File: config.mk
export PLATFORM = sky130hd
export DESIGN_NAME = tdt_dtm_apb_mst_flat
export DESIGN_NICKNAME = d
export VERILOG_FILES = /design/src/rtl/tdt_dtm_apb_mst_if.sv /design/src/rtl/tdt_dtm_apb_mst.sv /design/src/flat_wrapper.sv
export SDC_FILE = /design/constraint.sdc
export NUM_CORES = 1
export LEC_CHECK = 0
export CAP_MARGIN = 10
export CELL_PAD_IN_SITES_DETAIL_PLACEMENT = 0
export CELL_PAD_IN_SITES_GLOBAL_PLACEMENT = 2
export CORE_MARGIN = 2
export CORE_UTILIZATION = 21
export DETAILED_ROUTE_END_ITERATION = 10
export PLACE_DENSITY_LB_ADDON = 0.05
export SYNTH_ARGS = -nofsm -noshare
export SYNTH_HDL_FRONTEND = slang
export SYNTH_SLANG_ARGS = --single-unit
File: constraint.sdc
create_clock -name sys_apb_clk -period 2.3 [get_ports sys_apb_clk]
set_input_delay 0.69 -clock sys_apb_clk [delete_from_list [all_inputs] [get_ports sys_apb_clk]]
set_output_delay 0.69 -clock sys_apb_clk [all_outputs]
set_load 0.05 [all_outputs]
File: src/rtl/tdt_dtm_apb_mst_if.sv
// Bundle of the DMI request/response channel, the sticky-error controls and
// the APB master bus used by tdt_dtm_apb_mst.
//   master : the bridge side (drives req_rdy, rsp_*, err_sticky, APB requests)
//   slave  : the environment side (DTM requester plus APB completer)
interface tdt_dtm_apb_mst_if;
  // DMI request channel
  logic        dtm_dmi_req_vld;
  logic [1:0]  dtm_dmi_req_op;
  logic [6:0]  dtm_dmi_req_addr;
  logic [31:0] dtm_dmi_req_data;
  logic        dmi_dtm_req_rdy;
  // DMI response channel
  logic        dmi_dtm_rsp_vld;
  logic [1:0]  dmi_dtm_rsp_op;
  logic [31:0] dmi_dtm_rsp_data;
  logic        dtm_dmi_rsp_rdy;
  // Sticky error control
  logic        dtm_dmi_reset;
  logic        dmi_dtm_err_sticky;
  // APB master
  logic [11:0] tdt_dmi_paddr;
  logic        tdt_dmi_psel;
  logic        tdt_dmi_penable;
  logic        tdt_dmi_pwrite;
  logic [31:0] tdt_dmi_pwdata;
  logic [31:0] tdt_dmi_prdata;
  logic        tdt_dmi_pready;
  logic        tdt_dmi_pslverr;

  modport master (
    input  dtm_dmi_req_vld, dtm_dmi_req_op, dtm_dmi_req_addr, dtm_dmi_req_data,
    output dmi_dtm_req_rdy,
    output dmi_dtm_rsp_vld, dmi_dtm_rsp_op, dmi_dtm_rsp_data,
    input  dtm_dmi_rsp_rdy,
    input  dtm_dmi_reset,
    output dmi_dtm_err_sticky,
    output tdt_dmi_paddr, tdt_dmi_psel, tdt_dmi_penable, tdt_dmi_pwrite, tdt_dmi_pwdata,
    input  tdt_dmi_prdata, tdt_dmi_pready, tdt_dmi_pslverr
  );

  modport slave (
    output dtm_dmi_req_vld, dtm_dmi_req_op, dtm_dmi_req_addr, dtm_dmi_req_data,
    input  dmi_dtm_req_rdy,
    input  dmi_dtm_rsp_vld, dmi_dtm_rsp_op, dmi_dtm_rsp_data,
    output dtm_dmi_rsp_rdy,
    output dtm_dmi_reset,
    input  dmi_dtm_err_sticky,
    input  tdt_dmi_paddr, tdt_dmi_psel, tdt_dmi_penable, tdt_dmi_pwrite, tdt_dmi_pwdata,
    output tdt_dmi_prdata, tdt_dmi_pready, tdt_dmi_pslverr
  );
endinterface

File: src/rtl/tdt_dtm_apb_mst.sv
// DMI-to-APB bridge: accepts one DMI request at a time, runs it as an APB
// transfer (with access-phase timeout), and returns a DMI response.
// Failures set a sticky error that short-circuits later reads/writes until
// cleared by dtm_dmi_reset.
// Ports:
//   sys_apb_clk   - sole clock
//   sys_apb_rst_b - synchronous active-low reset
//   bus           - tdt_dtm_apb_mst_if.master (DMI req/rsp, sticky, APB)
module tdt_dtm_apb_mst #(
  parameter int unsigned TIMEOUT_CYC = 255
) (
  input logic                sys_apb_clk,
  input logic                sys_apb_rst_b,
  tdt_dtm_apb_mst_if.master  bus
);

  localparam logic [1:0] OP_NOP  = 2'd0;
  localparam logic [1:0] OP_RD   = 2'd1;
  localparam logic [1:0] OP_WR   = 2'd2;
  localparam logic [1:0] RSP_OK  = 2'd0;
  localparam logic [1:0] RSP_ERR = 2'd2;
  localparam logic [7:0] TO_LAST = 8'(TIMEOUT_CYC - 1);

  typedef enum logic [1:0] {IDLE, SETUP, ACCESS, RESP} state_t;

  state_t     state;
  logic [7:0] to_cnt;

  // Single registered FSM; every output is a flop updated here.
  always_ff @(posedge sys_apb_clk) begin
    if (!sys_apb_rst_b) begin
      state                  <= IDLE;
      to_cnt                 <= 8'd0;
      bus.dmi_dtm_err_sticky <= 1'b0;
      bus.dmi_dtm_req_rdy    <= 1'b1;
      bus.dmi_dtm_rsp_vld    <= 1'b0;
      bus.dmi_dtm_rsp_op     <= RSP_OK;
      bus.dmi_dtm_rsp_data   <= 32'd0;
      bus.tdt_dmi_paddr      <= 12'd0;
      bus.tdt_dmi_psel       <= 1'b0;
      bus.tdt_dmi_penable    <= 1'b0;
      bus.tdt_dmi_pwrite     <= 1'b0;
      bus.tdt_dmi_pwdata     <= 32'd0;
    end else begin
      case (state)
        IDLE: begin
          if (bus.dtm_dmi_req_vld) begin
            bus.dmi_dtm_req_rdy <= 1'b0;
            if ((bus.dtm_dmi_req_op == OP_RD || bus.dtm_dmi_req_op == OP_WR) &&
                !bus.dmi_dtm_err_sticky) begin
              state               <= SETUP;
              bus.tdt_dmi_psel    <= 1'b1;
              bus.tdt_dmi_penable <= 1'b0;
              bus.tdt_dmi_paddr   <= {3'b000, bus.dtm_dmi_req_addr, 2'b00};
              bus.tdt_dmi_pwrite  <= (bus.dtm_dmi_req_op == OP_WR);
              bus.tdt_dmi_pwdata  <= (bus.dtm_dmi_req_op == OP_WR) ? bus.dtm_dmi_req_data : 32'd0;
            end else begin
              // Short-circuit: nop reports the sticky state, everything else fails.
              state                <= RESP;
              bus.dmi_dtm_rsp_vld  <= 1'b1;
              bus.dmi_dtm_rsp_data <= 32'd0;
              if (bus.dtm_dmi_req_op == OP_NOP) begin
                bus.dmi_dtm_rsp_op <= bus.dmi_dtm_err_sticky ? RSP_ERR : RSP_OK;
              end else begin
                bus.dmi_dtm_rsp_op <= RSP_ERR;
              end
              if (bus.dtm_dmi_req_op == 2'd3) begin
                bus.dmi_dtm_err_sticky <= 1'b1;
              end
            end
          end
        end
        SETUP: begin
          state               <= ACCESS;
          bus.tdt_dmi_penable <= 1'b1;
          to_cnt              <= 8'd0;
        end
        ACCESS: begin
          // pready wins over a timeout landing in the same cycle.
          if (bus.tdt_dmi_pready) begin
            state                <= RESP;
            bus.tdt_dmi_psel     <= 1'b0;
            bus.tdt_dmi_penable  <= 1'b0;
            bus.dmi_dtm_rsp_vld  <= 1'b1;
            bus.dmi_dtm_rsp_op   <= bus.tdt_dmi_pslverr ? RSP_ERR : RSP_OK;
            bus.dmi_dtm_rsp_data <= (!bus.tdt_dmi_pwrite && !bus.tdt_dmi_pslverr) ?
                                    bus.tdt_dmi_prdata : 32'd0;
            if (bus.tdt_dmi_pslverr) begin
              bus.dmi_dtm_err_sticky <= 1'b1;
            end
          end else if (to_cnt == TO_LAST) begin
            state                  <= RESP;
            bus.tdt_dmi_psel       <= 1'b0;
            bus.tdt_dmi_penable    <= 1'b0;
            bus.dmi_dtm_rsp_vld    <= 1'b1;
            bus.dmi_dtm_rsp_op     <= RSP_ERR;
            bus.dmi_dtm_rsp_data   <= 32'd0;
            bus.dmi_dtm_err_sticky <= 1'b1;
          end else begin
            to_cnt <= to_cnt + 8'd1;
          end
        end
        RESP: begin
          if (bus.dtm_dmi_rsp_rdy) begin
            state               <= IDLE;
            bus.dmi_dtm_rsp_vld <= 1'b0;
            bus.dmi_dtm_req_rdy <= 1'b1;
          end
        end
        default: state <= IDLE;
      endcase
      // Clear request overrides any set in the same cycle.
      if (bus.dtm_dmi_reset) begin
        bus.dmi_dtm_err_sticky <= 1'b0;
      end
    end
  end

endmodule

File: src/flat_wrapper.sv
// flat-port wrapper written by rule: the top's interface ports become plain ports
module tdt_dtm_apb_mst_flat 
#(
  parameter int unsigned TIMEOUT_CYC = 255
)
  (sys_apb_clk, sys_apb_rst_b, bus_dtm_dmi_req_vld, bus_dtm_dmi_req_op, bus_dtm_dmi_req_addr, bus_dtm_dmi_req_data, bus_dmi_dtm_req_rdy, bus_dmi_dtm_rsp_vld, bus_dmi_dtm_rsp_op, bus_dmi_dtm_rsp_data, bus_dtm_dmi_rsp_rdy, bus_dtm_dmi_reset, bus_dmi_dtm_err_sticky, bus_tdt_dmi_paddr, bus_tdt_dmi_psel, bus_tdt_dmi_penable, bus_tdt_dmi_pwrite, bus_tdt_dmi_pwdata, bus_tdt_dmi_prdata, bus_tdt_dmi_pready, bus_tdt_dmi_pslverr);
  tdt_dtm_apb_mst_if bus_i ();
  input logic sys_apb_clk;
  input logic sys_apb_rst_b;
  input wire logic [$bits(bus_i.dtm_dmi_req_vld)-1:0] bus_dtm_dmi_req_vld;
  input wire logic [$bits(bus_i.dtm_dmi_req_op)-1:0] bus_dtm_dmi_req_op;
  input wire logic [$bits(bus_i.dtm_dmi_req_addr)-1:0] bus_dtm_dmi_req_addr;
  input wire logic [$bits(bus_i.dtm_dmi_req_data)-1:0] bus_dtm_dmi_req_data;
  output wire logic [$bits(bus_i.dmi_dtm_req_rdy)-1:0] bus_dmi_dtm_req_rdy;
  output wire logic [$bits(bus_i.dmi_dtm_rsp_vld)-1:0] bus_dmi_dtm_rsp_vld;
  output wire logic [$bits(bus_i.dmi_dtm_rsp_op)-1:0] bus_dmi_dtm_rsp_op;
  output wire logic [$bits(bus_i.dmi_dtm_rsp_data)-1:0] bus_dmi_dtm_rsp_data;
  input wire logic [$bits(bus_i.dtm_dmi_rsp_rdy)-1:0] bus_dtm_dmi_rsp_rdy;
  input wire logic [$bits(bus_i.dtm_dmi_reset)-1:0] bus_dtm_dmi_reset;
  output wire logic [$bits(bus_i.dmi_dtm_err_sticky)-1:0] bus_dmi_dtm_err_sticky;
  output wire logic [$bits(bus_i.tdt_dmi_paddr)-1:0] bus_tdt_dmi_paddr;
  output wire logic [$bits(bus_i.tdt_dmi_psel)-1:0] bus_tdt_dmi_psel;
  output wire logic [$bits(bus_i.tdt_dmi_penable)-1:0] bus_tdt_dmi_penable;
  output wire logic [$bits(bus_i.tdt_dmi_pwrite)-1:0] bus_tdt_dmi_pwrite;
  output wire logic [$bits(bus_i.tdt_dmi_pwdata)-1:0] bus_tdt_dmi_pwdata;
  input wire logic [$bits(bus_i.tdt_dmi_prdata)-1:0] bus_tdt_dmi_prdata;
  input wire logic [$bits(bus_i.tdt_dmi_pready)-1:0] bus_tdt_dmi_pready;
  input wire logic [$bits(bus_i.tdt_dmi_pslverr)-1:0] bus_tdt_dmi_pslverr;
  assign bus_i.dtm_dmi_req_vld = bus_dtm_dmi_req_vld;
  assign bus_i.dtm_dmi_req_op = bus_dtm_dmi_req_op;
  assign bus_i.dtm_dmi_req_addr = bus_dtm_dmi_req_addr;
  assign bus_i.dtm_dmi_req_data = bus_dtm_dmi_req_data;
  assign bus_dmi_dtm_req_rdy = bus_i.dmi_dtm_req_rdy;
  assign bus_dmi_dtm_rsp_vld = bus_i.dmi_dtm_rsp_vld;
  assign bus_dmi_dtm_rsp_op = bus_i.dmi_dtm_rsp_op;
  assign bus_dmi_dtm_rsp_data = bus_i.dmi_dtm_rsp_data;
  assign bus_i.dtm_dmi_rsp_rdy = bus_dtm_dmi_rsp_rdy;
  assign bus_i.dtm_dmi_reset = bus_dtm_dmi_reset;
  assign bus_dmi_dtm_err_sticky = bus_i.dmi_dtm_err_sticky;
  assign bus_tdt_dmi_paddr = bus_i.tdt_dmi_paddr;
  assign bus_tdt_dmi_psel = bus_i.tdt_dmi_psel;
  assign bus_tdt_dmi_penable = bus_i.tdt_dmi_penable;
  assign bus_tdt_dmi_pwrite = bus_i.tdt_dmi_pwrite;
  assign bus_tdt_dmi_pwdata = bus_i.tdt_dmi_pwdata;
  assign bus_i.tdt_dmi_prdata = bus_tdt_dmi_prdata;
  assign bus_i.tdt_dmi_pready = bus_tdt_dmi_pready;
  assign bus_i.tdt_dmi_pslverr = bus_tdt_dmi_pslverr;
  tdt_dtm_apb_mst #(.TIMEOUT_CYC(TIMEOUT_CYC)) u_core (.sys_apb_clk(sys_apb_clk), .sys_apb_rst_b(sys_apb_rst_b), .bus(bus_i));
endmodule
# After elaboration in Yosys (flattened, before gate mapping)
# Cells that the tools add are included.
# W data, S select, Z words.
# totals
inputBits	80
reg_bits	89
# classes
reduce_logical	23
n_eq_ne	16
n_mux	47
n_bitwise	1
add_sub_neg	1
# op_table
operator	count
$mux W32	6
$pmux W32 S2	1
$mux W2	12
$mux W1	18
$mux W8	2
$pmux W8 S2	1
$reduce_and A3 Y1	4
$reduce_and A4 Y1	3
$ne A2 B2 Y1 const B	5
$add A8 B1 Y8 const B	1
$eq A2 B2 Y1 const B	4
$eq A8 B8 Y1 const B	1
$pmux W2 S4	1
$pmux W1 S2	3
$pmux W1 S3	2
$reduce_and A6 Y1	1
$reduce_bool A2 Y1	3
$reduce_bool A3 Y1	2
$reduce_and A5 Y1	1
$eq A2 B1 Y1 const B	2
$logic_not A2 Y1	2
$ne A2 B1 Y1 const B	2
$pmux W2 S2	1
$logic_not A1 Y1	3
6 further kinds	7

# Depth between registers and ports, before layout
# depth
depth_word	6
ltp_mapped	8

# Worst setup path after synthesis
# Ideal clock, no wire load.
# synth_path
path_kind	in2reg
from	input bus_dtm_dmi_req_op[0]
to	register u_core.bus.dmi_dtm_rsp_op[1]
setup_ns	0.072
n_path_buf	1
required_time_ns	2.228
arrival_time_ns	2.221
path_stages	7
path_slack_ns	0.007
cell_sequence	inv_1 ha_1 nor2b_1 nand2b_1 a211oi_4 buf_8 mux2i_1
# synth_between
elab_chain_len	5
# synth_lines
element	line_no	text
start: declaration	flat_wrapper.sv:11	input wire logic [$bits(bus_i.dtm_dmi_req_op)-1:0] bus_dtm_dmi_req_op;
$logic_not A2 Y1, or another cell as far along	tdt_dtm_apb_mst.sv:62	if (bus.dtm_dmi_req_op == OP_NOP) begin
$mux W2 / $logic_or A1 B1 Y1 (equally long branches)	tdt_dtm_apb_mst.sv:62, tdt_dtm_apb_mst.sv:49	
$mux W2 / $logic_and A1 B1 Y1 (equally long branches)	tdt_dtm_apb_mst.sv:49	if ((bus.dtm_dmi_req_op == OP_RD || bus.dtm_dmi_req_op == OP_WR) &&
$mux W2 / $ne A2 B2 Y1 (equally long branches)	--	
$pmux W2 S2 / $reduce_and A4 Y1 (equally long branches)	--	
end signal: assignment	tdt_dtm_apb_mst.sv:63	bus.dmi_dtm_rsp_op <= bus.dmi_dtm_err_sticky ? RSP_ERR : RSP_OK;
end signal: assignment	tdt_dtm_apb_mst.sv:85	bus.dmi_dtm_rsp_op <= bus.tdt_dmi_pslverr ? RSP_ERR : RSP_OK;
end: declaration	tdt_dtm_apb_mst_if.sv:33	output dmi_dtm_rsp_vld, dmi_dtm_rsp_op, dmi_dtm_rsp_data,
# Parallel ways exist; a longest one is shown, timed or not. The select of a mux whose other input is x is not followed.
# A chain may end at the register's enable or synchronous reset.

# Worst setup path after layout
# layout_path
from	register u_core.bus.tdt_dmi_pwdata[1]
to	output bus_tdt_dmi_pwdata[1]
# layout_rtl
element	line_no	text
start: declaration	tdt_dtm_apb_mst_if.sv:37	output tdt_dmi_paddr, tdt_dmi_psel, tdt_dmi_penable, tdt_dmi_pwrite, tdt_dmi_pwdata,
start signal: assignment	tdt_dtm_apb_mst.sv:56	bus.tdt_dmi_pwdata <= (bus.dtm_dmi_req_op == OP_WR) ? bus.dtm_dmi_req_data : 32'd0;
end: declaration	flat_wrapper.sv:25	output wire logic [$bits(bus_i.tdt_dmi_pwdata)-1:0] bus_tdt_dmi_pwdata;
# No word-level cell between the ends.

==> results.toml <==
[run_status]
outcome = "finished clean"

[global_route]
global_route.usage.total_pct = 13.0
number_of_global_route_vias_before_repair = 3616
grt_start_max_net_pins = 46
grt_pass1_wl_microns = 19900
antenna_violations_before_repair = 0
grt.overflow.total = 0

[yosys]
post_synth_most_frequent_cells = "120 x nand2_1, 88 x dfxtp_1, 49 x a21oi_1"
edff_count_synth = 0
synth.most_common_cell = "nand2_1"
yosys.area_share.xor_xnor_pct = 0
synth_compound_area_share_pct = 13.1
synth_cells = 450
main_area_contributors_after_synthesis = "dfxtp_1 46%, nand2_1 12%, mux2i_1 8.7%, a21oi_1 6.4%, nand3_1 5.6%"
postSynthRegisterBits = 88
yosysWarnings = 0
synth_top_family_by_area = "simple AND/OR/NAND/NOR gates"
yosys.area.top_type_share_pct = 46.1
yosys-mux-area-fraction_pct = 8.65
yosysTopAreaCell = "dfxtp_1"
synth_async_sr_flop_share_pct = 0
yosys.area_share.adder_pct = 3.93
ys_seq_area_share_pct = 46.1
synth-main-ff-cell = "dfxtp_1"
post_synth_num_cell_types = 41
average_footprint_of_a_synthesized_cell_sq_um = 8.48
mappedNetlistArea_sq_um = 3820
synth-simple-area-share_pct = 21.4

[place]
dpl.hpwl_microns = 8450
place_congestion = 0.686
io_buffers = 157

[sta]
fmax_mhz = 454
final-setup-viol-count = 0
finalHoldWorstSlack_ns = 0.451
grt_setup_unrepaired = "no"
drv_slew = 0
finalHoldViolations = 0
max-slew-margin-rel_pct = 63.5
finalWorstPathRequiredPeriod_ns = 2.20
worst_clock_skew_ns = 0.00891
min_period_over_period_pct = 95.8
timing_worst_slew_pin_value_ns = 0.546

[critical_path]
timing.critical_path.depth = 1
crit_fanout = 2
slowest_delay_ns = 0.84
wp_data_required_ns = 1.61
reg2reg_start = "u_core.state[0]"
worst_setup_path_startpoint = "u_core.bus.tdt_dmi_pwdata[1]"
r2r_cells = 8
critPathCaptureType = "output port"
cp.buffers_inverters = 1
crit_chain = "clkdlybuf4s50_1"
timing.critical_path.max_delay_family = "buffers and inverters"
critical_path_sink = "bus_tdt_dmi_pwdata[1]"
slowest_stage = "clkdlybuf4s50_1"
cp_data_arrival_time_ns = 1.51
timing.rr.end = "u_core.bus.dmi_dtm_err_sticky"
worstSetupPathType = "flip-flop to output port"
ff2ff_setup_slack_ns = 0.34
crit_path_start_kind = "flip-flop"

[power]
power.ir.vdd_worst_uv = 486
power-per-cell-area_nw_per_um2 = 864
p_leak_nw = 2.23
total_power_w = 0.00528

[die]
core-area_sq_um = 17900
chip_height_microns = 139
die-width_microns = 139
row_count = 49
initial_core_util_pct = 21.3
io_pins = 164
die_area_sq_um = 19300

[detailed_routing]
drt_pre_antenna_iters = 4
post_drt_wl_per_cell_microns = 15.1
first_iter_violations = 143
detailroute.via_count = 3630
avgViaCountPerCell = 4.30
wirelength_microns = 12700
drc_errors_left = 0
ant_nets = 0

[final_layout]
layout-drive-gt1-share_pct = 9.11
multi_input_comb_area_sq_um = 1850
final-seq-area_sq_um = 1760
nets = 704
fill_cells = 1869
area_delta_synth_final_pct = 60.1
diodes = 0

[clock_tree]
max-clock-path-buffers = 2
clk_root_buffer_cell = "clkbuf_16"
numCtsBuffers = 9
cts_tree = "done"
clkLatencyLatePin_ns = 0.34
clock-sinks = 88
clk_transition_reported_paths_ns = 0.07
h-tree-depth = 3

[hold_path]
worst_hold_path_type = "flip-flop to flip-flop"
timing.hold.worst_path_depth = 2
hold_path.startpoint = "u_core.bus.tdt_dmi_pwdata[12]"

[run]
max_cap_violations = 0
area by class of cell:
class	instances	area share, %
Timing Repair Buffer	183	30.8
Tap cell	229	4.69
Clock buffer	11	3.97
Sequential cell	88	28.8
Clock inverter	3	0.716
Multi-Input combinational cell	317	30.2
Inverter	13	0.798
layout by cell type, fill, tap and decap left out, types with 2 or more instances in the layout:
cell type / Yosys / final
buf_4: 6 / 24
mux2i_2: 0 / 2
dlymetal6s2s_1: 0 / 2
a41o_1: 3 / 3
dfxtp_1: 88 / 88
ha_1: 12 / 12
conb_1: 1 / 6
nand3_1: 43 / 43
and3_1: 2 / 2
a311oi_1: 2 / 2
nor3_1: 6 / 6
nor4_1: 2 / 2
o21ai_0: 5 / 5
clkdlybuf4s50_1: 0 / 147
nand2_1: 120 / 120
a211oi_1: 2 / 2
buf_12: 0 / 7
inv_1: 12 / 12
nand2b_1: 3 / 2
o31ai_1: 2 / 2
a32o_1: 5 / 5
mux2i_1: 33 / 31
o311ai_0: 2 / 2
nor2_1: 4 / 4
a21oi_1: 49 / 49
clkbuf_16: 0 / 10
how the worst min path moves through the flow:
stage / to
after floorplan: u_core.to_cnt[1]
after global placement: u_core.bus.tdt_dmi_pwdata[11]
after detailed placement: u_core.bus.tdt_dmi_pwdata[5]
after CTS: u_core.bus.tdt_dmi_pwdata[5]
after global routing: u_core.bus.tdt_dmi_pwdata[24]
final: u_core.bus.tdt_dmi_pwdata[12]
flip-flops by register name, summed over array words and instances (netlist names):
name,flops
u_core.to_cnt,8
u_core.bus.dmi_dtm_err_sticky,1
u_core.bus.tdt_dmi_paddr,7
u_core.bus.tdt_dmi_pwdata,32
u_core.bus.tdt_dmi_penable,1
u_core.bus.tdt_dmi_pwrite,1
u_core.bus.dmi_dtm_req_rdy,1
u_core.state,2
u_core.bus.dmi_dtm_rsp_vld,1
u_core.bus.dmi_dtm_rsp_data,32
u_core.bus.tdt_dmi_psel,1
u_core.bus.dmi_dtm_rsp_op,1
where the power goes:
| group | switching (W) | internal (W) |
|---|---|---|
| clock network | 0.000614 | 0.000861 |
| registers | 0.0000796 | 0.00163 |
| logic | 0.00116 | 0.000936 |
| total | 0.00185 | 0.00343 |
per-layer routing:
metal | global-route usage (%) | up-vias | share of wire (%) | wire [microns]
met4 | 5.32 | 0 | 1.5 | 186
met3 | 5.01 | 11 | 8.3 | 1060
met1 | 16.9 | 1653 | 48 | 6050
li1 | - | 1845 | - | -
met2 | 19.2 | 121 | 43 | 5410
met5 | 0 | - | 0 | 0
through the flow:
stage / setup WS (ns) / TNS, ns / cell area [sq um] / util, % / std cells
floorplan: 0.00731 / 0 / 3840 / - / 455
detailed placement: -0.442 / -24.82 / 5740 / 32.0 / 827
finish: 0.0969 / 0 / 6110 / 34.1 / 844
global route: 0.0415 / 0 / 6110 / 34.1 / 844
CTS: 0.00503 / 0 / 6070 / 33.9 / 843
global placement: -0.399 / -23.41 / 5740 / 32.0 / 827
cells by family after synthesis:
group,Yosys count
compound gates,78
other cells,1
buf+inv,50
flops,88
fa+ha+maj,12
mux,33
simple gates,188
repair_timing:
| action | in CTS | in global routing |
|---|---|---|
| gates cloned | 1 | 1 |
| hold buffers | 0 | 0 |
| setup endpoints to repair | 33 | 24 |
| pin swaps | 1 | 1 |
| buffers inserted | 1 | 0 |
| resized for setup | 4 | 5 |
No activity file was read; power rests on OpenSTA's default activity.
